===== config.mk =====
export PLATFORM = sky130hd
export DESIGN_NAME = hasti_arbiter_flat
export DESIGN_NICKNAME = d
export VERILOG_FILES = /design/src/rtl/hasti_arbiter_pkg.sv /design/src/rtl/hasti_arbiter_if.sv /design/src/rtl/hasti_rr_pick.sv /design/src/rtl/hasti_arbiter.sv /design/src/flat_wrapper.sv
export SDC_FILE = /design/constraint.sdc
export NUM_CORES = 1
export LEC_CHECK = 0
export ABC_CLOCK_PERIOD_IN_PS = 3350
export CAP_MARGIN = 10
export CELL_PAD_IN_SITES_DETAIL_PLACEMENT = 1
export CELL_PAD_IN_SITES_GLOBAL_PLACEMENT = 1
export CORE_AREA = 4 4 41 43
export CTS_BUF_LIST = sky130_fd_sc_hd__clkbuf_2
export CTS_CLUSTER_SIZE = 10
export DETAILED_ROUTE_END_ITERATION = 10
export DIE_AREA = 0 0 45 47
export MAX_ROUTING_LAYER = met4
export PLACE_DENSITY = 0.84
export SETUP_SLACK_MARGIN = 0.15
export SYNTH_ARGS = -nofsm -noshare
export SYNTH_HDL_FRONTEND = slang
export SYNTH_HIERARCHICAL = 1
export SYNTH_SLANG_ARGS = --single-unit

===== constraint.sdc =====
create_clock -name hclk -period 3.35 [get_ports hclk]
set_input_delay 0.67 -clock hclk [delete_from_list [all_inputs] [get_ports hclk]]
set_output_delay 0.67 -clock hclk [all_outputs]
set_load 0.005 [all_outputs]

===== src/rtl/hasti_arbiter_pkg.sv =====
// Shared types, constants and helpers for the HASTI multi-master grant controller.
//   MAX_MASTERS   : largest supported requester count
//   arb_state_t   : arbiter FSM state encoding (ARB_IDLE / ARB_OWN / ARB_LOCK)
//   idx_w()       : index width for a given master count (minimum 1 bit)
//   onehot_to_idx : encode a one-hot grant vector into its bit index
package hasti_arbiter_pkg;

    localparam int unsigned MAX_MASTERS = 8;
    localparam int unsigned MAX_IDXW    = 3;

    typedef logic [1:0] arb_state_t;

    localparam arb_state_t ARB_IDLE = 2'd0;
    localparam arb_state_t ARB_OWN  = 2'd1;
    localparam arb_state_t ARB_LOCK = 2'd2;

    // Width needed to hold an index into n masters; never below one bit.
    function automatic int unsigned idx_w(input int unsigned n);
        return (n > 1) ? $clog2(n) : 1;
    endfunction

    // OR-reduction encoder; only meaningful for one-hot or all-zero inputs.
    function automatic logic [MAX_IDXW-1:0] onehot_to_idx(input logic [MAX_MASTERS-1:0] oh);
        logic [MAX_IDXW-1:0] idx;
        idx = '0;
        for (int unsigned i = 0; i < MAX_MASTERS; i++) begin
            if (oh[i]) idx = idx | MAX_IDXW'(i);
        end
        return idx;
    endfunction

endpackage


===== src/rtl/hasti_arbiter_if.sv =====
// Request/grant bundle between the master skid buffers, the arbiter and the slave mux.
//   req, lock, seq : per-master request, hmastlock and htrans==SEQ of the pending phase
//   hready         : slave hreadyout
//   gnt_addr       : one-hot address-phase grant (combinational)
//   gnt_data       : one-hot data-phase grant (registered)
//   gnt_any        : |gnt_addr, drives slave hsel
//   owner          : index of the last accepted address phase
// Modport master is the requester/bus side, modport slave is the arbiter.
interface hasti_arbiter_if #(
    parameter int unsigned NMASTERS = 2
) ();
    import hasti_arbiter_pkg::*;

    localparam int unsigned IDXW = idx_w(NMASTERS);

    logic [NMASTERS-1:0] req;
    logic [NMASTERS-1:0] lock;
    logic [NMASTERS-1:0] seq;
    logic                hready;
    logic [NMASTERS-1:0] gnt_addr;
    logic [NMASTERS-1:0] gnt_data;
    logic                gnt_any;
    logic [IDXW-1:0]     owner;

    modport master (
        output req, lock, seq, hready,
        input  gnt_addr, gnt_data, gnt_any, owner
    );

    modport slave (
        input  req, lock, seq, hready,
        output gnt_addr, gnt_data, gnt_any, owner
    );

endinterface


===== src/rtl/hasti_rr_pick.sv =====
// Rotate-priority picker: first set request bit searching upward from ptr_i+1, wrapping modulo N.
//   req_i    : request vector
//   ptr_i    : index of the most recent winner (search starts just above it)
//   onehot_o : one-hot winner, zero when no request
//   idx_o    : encoded winner index
//   any_o    : at least one request present
module hasti_rr_pick
    import hasti_arbiter_pkg::*;
#(
    parameter int unsigned N  = 2,
    parameter int unsigned IW = 1
) (
    input  logic [N-1:0]  req_i,
    input  logic [IW-1:0] ptr_i,
    output logic [N-1:0]  onehot_o,
    output logic [IW-1:0] idx_o,
    output logic          any_o
);

    int unsigned cand;
    logic        found;

    // Walk N candidates starting after ptr_i; ptr_i < N so one subtraction wraps.
    always_comb begin
        onehot_o = '0;
        found    = 1'b0;
        cand     = 0;
        for (int unsigned k = 1; k <= N; k++) begin
            cand = 32'(ptr_i) + k;
            if (cand >= N) cand = cand - N;
            if (!found && req_i[IW'(cand)]) begin
                found                  = 1'b1;
                onehot_o[IW'(cand)]    = 1'b1;
            end
        end
    end

    assign idx_o = IW'(onehot_to_idx(MAX_MASTERS'(onehot_o)));
    assign any_o = |req_i;

endmodule


===== src/rtl/hasti_arbiter.sv =====
// Round-robin grant controller for a HASTI multi-master-to-one-slave mux with lock and burst hold.
//   hclk, hresetn : bus clock, asynchronous active-low reset
//   bus (slave)   : req/lock/seq/hready in; gnt_addr/gnt_any (combinational),
//                   gnt_data/owner (registered) out
// Build option HASTI_ARB_FIXED_PRIO_EN: pins the rotate pointer at NMASTERS-1 so the
// lowest requesting index always wins; lock and burst hold behave the same either way.
module hasti_arbiter
    import hasti_arbiter_pkg::*;
#(
    parameter int unsigned NMASTERS = 2
) (
    input  logic           hclk,
    input  logic           hresetn,
    hasti_arbiter_if.slave bus
);

    localparam int unsigned         IDXW      = idx_w(NMASTERS);
    localparam logic [IDXW-1:0]     PTR_RESET = IDXW'(NMASTERS - 1);
    localparam logic [NMASTERS-1:0] ONE       = NMASTERS'(1);

    arb_state_t          state_q, state_d;
    logic [IDXW-1:0]     owner_q, owner_d;
    logic [IDXW-1:0]     rr_ptr_q, rr_ptr_d;
    logic [NMASTERS-1:0] gnt_data_q, gnt_data_d;

    logic [NMASTERS-1:0] pick_oh;
    logic [IDXW-1:0]     pick_idx;
    logic                pick_any;

    logic [NMASTERS-1:0] owner_oh;
    logic [NMASTERS-1:0] gnt_addr_c;
    logic [IDXW-1:0]     acc_idx;
    logic                acc_lock;
    logic                gnt_any_c;
    logic                freeze;
    logic                hold;

    hasti_rr_pick #(
        .N  (NMASTERS),
        .IW (IDXW)
    ) u_pick (
        .req_i    (bus.req),
        .ptr_i    (rr_ptr_q),
        .onehot_o (pick_oh),
        .idx_o    (pick_idx),
        .any_o    (pick_any)
    );

    // Grant selection: wait-state freeze, then lock/burst hold, then rotate pick.
    always_comb begin
        owner_oh = ONE << owner_q;
        // A nonzero data-phase grant means the last accepted phase was a real transfer.
        freeze   = !bus.hready && (|gnt_data_q);
        // A lock or burst only holds while the owner is still requesting.
        hold     = bus.req[owner_q] &&
                   (((state_q == ARB_LOCK) && bus.lock[owner_q]) || bus.seq[owner_q]);
        if (freeze || hold) begin
            gnt_addr_c = owner_oh;
            gnt_any_c  = 1'b1;
            acc_idx    = owner_q;
        end else begin
            gnt_addr_c = pick_oh;
            gnt_any_c  = pick_any;
            acc_idx    = pick_idx;
        end
        acc_lock = bus.lock[acc_idx];
    end

    // Next-state: every update is qualified by hready.
    always_comb begin
        state_d    = state_q;
        owner_d    = owner_q;
        rr_ptr_d   = rr_ptr_q;
        gnt_data_d = gnt_data_q;
        if (bus.hready) begin
            gnt_data_d = gnt_addr_c;
            if (gnt_any_c) begin
                owner_d = acc_idx;
`ifdef HASTI_ARB_FIXED_PRIO_EN
                rr_ptr_d = PTR_RESET;
`else
                rr_ptr_d = acc_idx;
`endif
            end
            case (state_q)
                ARB_IDLE: begin
                    if (gnt_any_c) state_d = acc_lock ? ARB_LOCK : ARB_OWN;
                end
                ARB_OWN, ARB_LOCK: begin
                    if (!gnt_any_c) state_d = ARB_IDLE;
                    else            state_d = acc_lock ? ARB_LOCK : ARB_OWN;
                end
                default: state_d = ARB_IDLE;
            endcase
        end
    end

    // State and grant registers; reset points the rotor at the top so port 0 wins first.
    always_ff @(posedge hclk or negedge hresetn) begin
        if (!hresetn) begin
            state_q    <= ARB_IDLE;
            owner_q    <= '0;
            rr_ptr_q   <= PTR_RESET;
            gnt_data_q <= '0;
        end else begin
            state_q    <= state_d;
            owner_q    <= owner_d;
            rr_ptr_q   <= rr_ptr_d;
            gnt_data_q <= gnt_data_d;
        end
    end

    assign bus.gnt_addr = gnt_addr_c;
    assign bus.gnt_any  = gnt_any_c;
    assign bus.gnt_data = gnt_data_q;
    assign bus.owner    = owner_q;

`ifndef SYNTHESIS
    a_gnt_addr_onehot: assert property (@(posedge hclk) disable iff (!hresetn)
        $onehot0(gnt_addr_c));
    a_gnt_data_onehot: assert property (@(posedge hclk) disable iff (!hresetn)
        $onehot0(gnt_data_q));
    a_addr_stable_in_wait: assert property (@(posedge hclk) disable iff (!hresetn)
        freeze |=> (bus.hready || $stable(gnt_addr_c)));
`endif

endmodule


===== src/flat_wrapper.sv =====
// flat-port wrapper written by rule: the top's interface ports become plain ports
module hasti_arbiter_flat import hasti_arbiter_pkg::*;
#(
    parameter int unsigned NMASTERS = 2
)
  (hclk, hresetn, bus_req, bus_lock, bus_seq, bus_hready, bus_gnt_addr, bus_gnt_data, bus_gnt_any, bus_owner);
  hasti_arbiter_if #(.NMASTERS(NMASTERS)) bus_i ();
  input  logic hclk;
  input  logic hresetn;
  input wire logic [$bits(bus_i.req)-1:0] bus_req;
  input wire logic [$bits(bus_i.lock)-1:0] bus_lock;
  input wire logic [$bits(bus_i.seq)-1:0] bus_seq;
  input wire logic [$bits(bus_i.hready)-1:0] bus_hready;
  output wire logic [$bits(bus_i.gnt_addr)-1:0] bus_gnt_addr;
  output wire logic [$bits(bus_i.gnt_data)-1:0] bus_gnt_data;
  output wire logic [$bits(bus_i.gnt_any)-1:0] bus_gnt_any;
  output wire logic [$bits(bus_i.owner)-1:0] bus_owner;
  assign bus_i.req = bus_req;
  assign bus_i.lock = bus_lock;
  assign bus_i.seq = bus_seq;
  assign bus_i.hready = bus_hready;
  assign bus_gnt_addr = bus_i.gnt_addr;
  assign bus_gnt_data = bus_i.gnt_data;
  assign bus_gnt_any = bus_i.gnt_any;
  assign bus_owner = bus_i.owner;
  hasti_arbiter #(.NMASTERS(NMASTERS)) u_core (.hclk(hclk), .hresetn(hresetn), .bus(bus_i));
endmodule

== After elaboration in Yosys (flattened, before gate mapping) ==
Index checks and enable logic that the tools add are counted.

* Register bits after elaboration: 6
* Input bits: 9
* Output and inout port bits: 6
* Logic and storage cells: 66

* Add/sub/neg operators: 4
* Order comparisons: 8
* Eq/ne operators: 3
* Shift operators: 1
* Mux-type cells: 29
* Bitwise operators: 1
* Reductions and logical operators: 16

{| class="wikitable"
|+ Operators with widths
! kind !! count
|-
| 2-to-1 mux 1 bit || 20
|-
| 2-to-1 mux 2 bit || 6
|-
| less-than comparator 1 x 2 -> 1 bit (second input constant) || 4
|-
| logical AND 1 bit || 6
|-
| OR reduction 2 bit || 3
|-
| one-hot mux 2 bit (2 select lines) || 1
|-
| AND reduction 2 bit || 2
|-
| adder 1 x 2 -> 3 bit (second input constant) || 1
|-
| greater-or-equal comparator 3 x 2 -> 1 bit (second input constant) || 1
|-
| adder 1 x 1 -> 2 bit (second input constant) || 1
|-
| demux 1 bit (select 1 bit) || 2
|-
| equality test 2 x 1 -> 1 bit (second input constant) || 1
|-
| equality test 2 bit (second input constant) || 1
|-
| greater-or-equal comparator 1 bit (second input constant) || 2
|-
| greater-or-equal comparator 2 bit (second input constant) || 1
|-
| logical NOT 1 bit || 2
|-
| logical NOT 2 bit || 1
|-
| logical OR 1 bit || 2
|-
| != test 2 bit (second input constant) || 1
|-
| OR 2 bit || 1
|-
| << shifter 1 x 1 -> 2 bit (first input constant) || 1
|-
| subtractor 1 bit (second input constant) || 2
|}

== Longest topological paths before layout ==
* Depth in word-level cells: 17
* Depth in mapped cells: 7
* Mapped depth without buffers: 7

== By module ==
The synthesis kept the hierarchy.

{| class="wikitable"
|+ By module, submodules not included
! module !! times used !! cells each !! area each (sq um) !! seq. area each (sq um)
|-
| hasti_arbiter || 1 || 42 || 435.4 || 151.4
|-
| hasti_rr_pick || 1 || 5 || 32.5 || 0.0
|}

== Least setup slack after synthesis ==
OpenSTA, ideal clock, no wires.

* Path kind: input-to-output
* From: input port bus_lock[0]
* To: output port bus_gnt_addr[0]
* Arrival: 1.343 ns
* Required time: 2.680 ns
* Slack: 1.337 ns
* Stages on the path: 4
* Cells stage by stage: a21oi_1 -> nor3b_4 -> o21bai_1 -> a31o_2

* Cells in the longest elaborated chain, start to end: 7

{| class="wikitable"
|+ Ends and longest elaborated chain
! item !! line !! text
|-
| from (decl) || flat_wrapper.sv:11 || <nowiki>input wire logic [$bits(bus_i.lock)-1:0] bus_lock;</nowiki>
|-
| 2-to-1 mux 1 bit (not written as such) (2 in a row) || hasti_arbiter.sv:56 || <nowiki>(((state_q == ARB_LOCK) && bus.lock[owner_q]) || bus.seq[owner_q]);</nowiki>
|-
| logical AND 1 bit || hasti_arbiter.sv:56 ||
|-
| logical OR 1 bit || hasti_arbiter.sv:56 ||
|-
| logical AND 1 bit || hasti_arbiter.sv:55 || <nowiki>hold = bus.req[owner_q] &&</nowiki>
|-
| logical OR 1 bit || hasti_arbiter.sv:57 || <nowiki>if (freeze || hold) begin</nowiki>
|-
| 2-to-1 mux 2 bit || hasti_arbiter.sv:57 ||
|-
| to (decl) || flat_wrapper.sv:14 || <nowiki>output wire logic [$bits(bus_i.gnt_addr)-1:0] bus_gnt_addr;</nowiki>
|}

No other way between the ends. The select of a mux whose other input is x is not followed.

== Worst setup path after layout ==
Ends and elaborated chain as after synthesis.

==> flow_metrics.env <==
export IMPL_max_cap_viol_count=0
export IMPL_groute_usage_overall=0.135
export IMPL_yosysUniqueCellTypes=28
export IMPL_cts_sinks=6
export IMPL_max_stage_delay_ns=0.49
export IMPL_ios=15
export IMPL_worst_ep_required_time_ns=2.68
export IMPL_core_rowCount=13
export IMPL_setup_tns_ns=0
export IMPL_clock_power_share=0.132
export IMPL_tightestPinTransition_ns=0.408
export IMPL_rsz0062_at_grt="no"
export IMPL_swShare=0.374
export IMPL_via_per_inst=5.16
export IMPL_p_int_uw=269
export IMPL_ys_ff_latch=6
export IMPL_status="complete, no violations"
export IMPL_cp_slowest_cell="clkdlybuf4s50_1"
export IMPL_cp_common_cell="clkdlybuf4s50_1"
export IMPL_cts_tree="built"
export IMPL_grt_overflow_total=0
export IMPL_hold_buffers=0
export IMPL_combPwrFrac=0.525
export IMPL_area_growth_pct=38.2
export IMPL_syn_area_um2=468
export IMPL_antenna_found_initial=0
export IMPL_clockBufferDepth=2
export IMPL_layout_setup_ws_ns=0.330
export IMPL_ir_drop_v=0.000332
export IMPL_core_area_um2=1300
export IMPL_avgSynthCellArea_um2=9.96
export IMPL_drt_wl_total_um=1150
export IMPL_drv_slew=0
export IMPL_drtAntennaViolNets=0
export IMPL_wl_met2_um=592
export IMPL_critPathKind="in -> out"
export IMPL_yosys_warnings=6
export IMPL_crit_path_start_kind="input port"
export IMPL_synthCells=47
export IMPL_fillers=164
export IMPL_diodes=0
export IMPL_drt_first_pass_iters=1
export IMPL_clkTransAtPathRegs_ns=0.06
export IMPL_start_util=0.360
export IMPL_crit_arrival_ns=2.35
export IMPL_yosysSeqAreaShare=0.324
export IMPL_drive_above_1_share=0.215
export IMPL_top_layer="met4"
export IMPL_grt_pass1_wl_um=1950
export IMPL_yosysTopAreaCell="dfrtp_1"
export IMPL_fin_skew_ns=0.00775
export IMPL_pwr_share_seq=0.343
export IMPL_dieArea_um2=2120
export IMPL_final_nets=78
export IMPL_ctsResizeCount=0
export IMPL_p_per_area_nw_per_um2=664
export IMPL_drt_iter0_drc=0
export IMPL_cts_htree_levels=1
export IMPL_synth_top_cell_area_share=0.267
export IMPL_end_kind="output port"
export IMPL_clockRootBuffer="clkbuf_2"
export IMPL_cts_buffers=3
export IMPL_wl_met1_um=505
export IMPL_dpl_worst_slack_ns=0.311
export IMPL_setup_viol=0
export IMPL_dp_final_hpwl_um=995
export IMPL_first_global_vias=453
export IMPL_p_leak_uw=0.000287
export IMPL_crit_chain="clkdlybuf4s50_1 -> a21oi_1 -> nor3b_4 -> o21bai_1 -> a31o_2 -> clkdlybuf4s50_1"
export IMPL_post_drt_wl_per_cell_um=14.4
export IMPL_max_slew_margin=0.725
export IMPL_post_cts_buffers=0
export IMPL_min_period_ns=3.02
export IMPL_die_y_um=47
export IMPL_net_switching_power_uw=161
export IMPL_gp_congestion=0.758
export IMPL_clk_latency_ns=0.22
export IMPL_fin_crit_sh=0.902
export IMPL_r2r_slack_ns=1.43
export IMPL_hold_violations=0
export IMPL_synth_area_leaders="dfrtp_1 (27%), ha_1 (8.0%), mux2_2 (7.2%)"
export IMPL_io_buffers=14
export IMPL_crit_path_max_fanout=6
export IMPL_die_width_um=45
export IMPL_hold_class="reg -> reg"
export IMPL_max_freq_ghz=0.331
export IMPL_grt_max_degree=8
export IMPL_wl_met3_um=35
export IMPL_vias=413
export IMPL_drc=0
export IMPL_syn_nets=59
## critical path: cells and delay by family
kind	cells	cell delay, ns
buf+inv	2	0.97
compound gates	3	0.42
simple gates	1	0.29
## layout make-up
type	instances	area, um^2	area share
clock buffers	4	20.0	0.0309
inverters	4	15.0	0.0232
multi-input cells	36	294	0.455
repair buffers	15	148	0.228
well taps	15	18.8	0.0290
flip-flops and latches	6	151	0.234
## synthesized netlist by cell type
master	count
a21boi_1	2
a21o_1	1
a21oi_1	2
a22o_1	1
a31o_2	1
and3_4	1
buf_4	1
dfrtp_1	5
dfstp_2	1
ha_1	3
inv_1	4
mux2_1	1
mux2_2	3
mux2i_1	2
nand2_1	3
nand3_1	1
nor2_1	3
nor2b_1	1
nor3_1	1
nor3_2	1
nor3b_4	1
nor4b_1	1
o21ai_1	2
o21bai_1	1
o21bai_2	1
o41ai_1	1
or2_1	1
or4b_1	1
## flip-flops by register name, summed over array words and instances, names as in the netlist
signal	flops
u_core/bus.gnt_data	2
u_core/state_q	2
u_core/bus.owner	1
u_core/rr_ptr_q	1
## kinds of logic after synthesis
group | share of synthesized area
simple gates | 0.222
fa+ha+maj | 0.0802
buf+inv | 0.0481
compound gates | 0.187
mux | 0.139
flops | 0.324
## final timing paths
path | to | depth (start not counted) | startpoint
worst max-delay path | bus_gnt_addr[0] | 6 | bus_lock[0]
worst min-delay path | u_core/state_q[0] | 1 | u_core/state_q[0]
worst max register to register | u_core/state_q[1] | 7 | u_core/state_q[0]
worst min register to register | u_core/state_q[0] | 1 | u_core/state_q[0]
max in group asynchronous | u_core/rr_ptr_q | 1 | hresetn
min in group asynchronous | u_core/state_q[0] | 1 | hresetn
## through the flow
step | util | hold WS, ns | cell area (um^2) | std cells | total power (uW)
after floorplan | - | 0.374 | 468 | 47 | 268
after global placement | 0.482 | 0.532 | 627 | 76 | 365
after detailed placement | 0.482 | 0.536 | 627 | 76 | 377
after CTS | 0.497 | 0.551 | 647 | 80 | 436
after global routing | 0.497 | 0.578 | 647 | 80 | 468
final | 0.497 | 0.545 | 647 | 80 | 430
## cell usage in the layout, fill, tap and decap left out
cell             count
a21boi_1             2
mux2i_1              2
o21ai_1              2
a31o_2               1
mux2_2               3
nand2_1              3
inv_1                4
o41ai_1              1
nor2_1               3
a21o_1               1
nor3_1               1
or2_1                1
ha_1                 3
nor3b_4              1
clkdlybuf4s50_1     14
clkbuf_2             4
mux2_1               1
dfrtp_1              5
a22o_1               1
a21oi_1              2
nor4b_1              1
or4b_1               1
nor3_2               1
nand3_1              1
o21bai_1             1
buf_4                1
dfstp_2              1
nor2b_1              1
and3_4               1
o21bai_2             1
## routing by layer
layer / track usage / up-vias
met5: - / -
met4: 0.0702 / 0
met1: 0.159 / 197
met3: 0.0230 / 2
li1: - / 205
met2: 0.218 / 9
## power groups by stage
stage | sequential [uW] | combinational [uW] | clock [uW]
floorplan | 140 | 129 | 0
global placement | 145 | 219 | 0
detailed placement | 148 | 229 | 0
CTS | 147 | 230 | 58.7
global route | 153 | 250 | 65.0
finish | 147 | 226 | 56.6
Note: power is estimated with default switching activity, not from simulation.
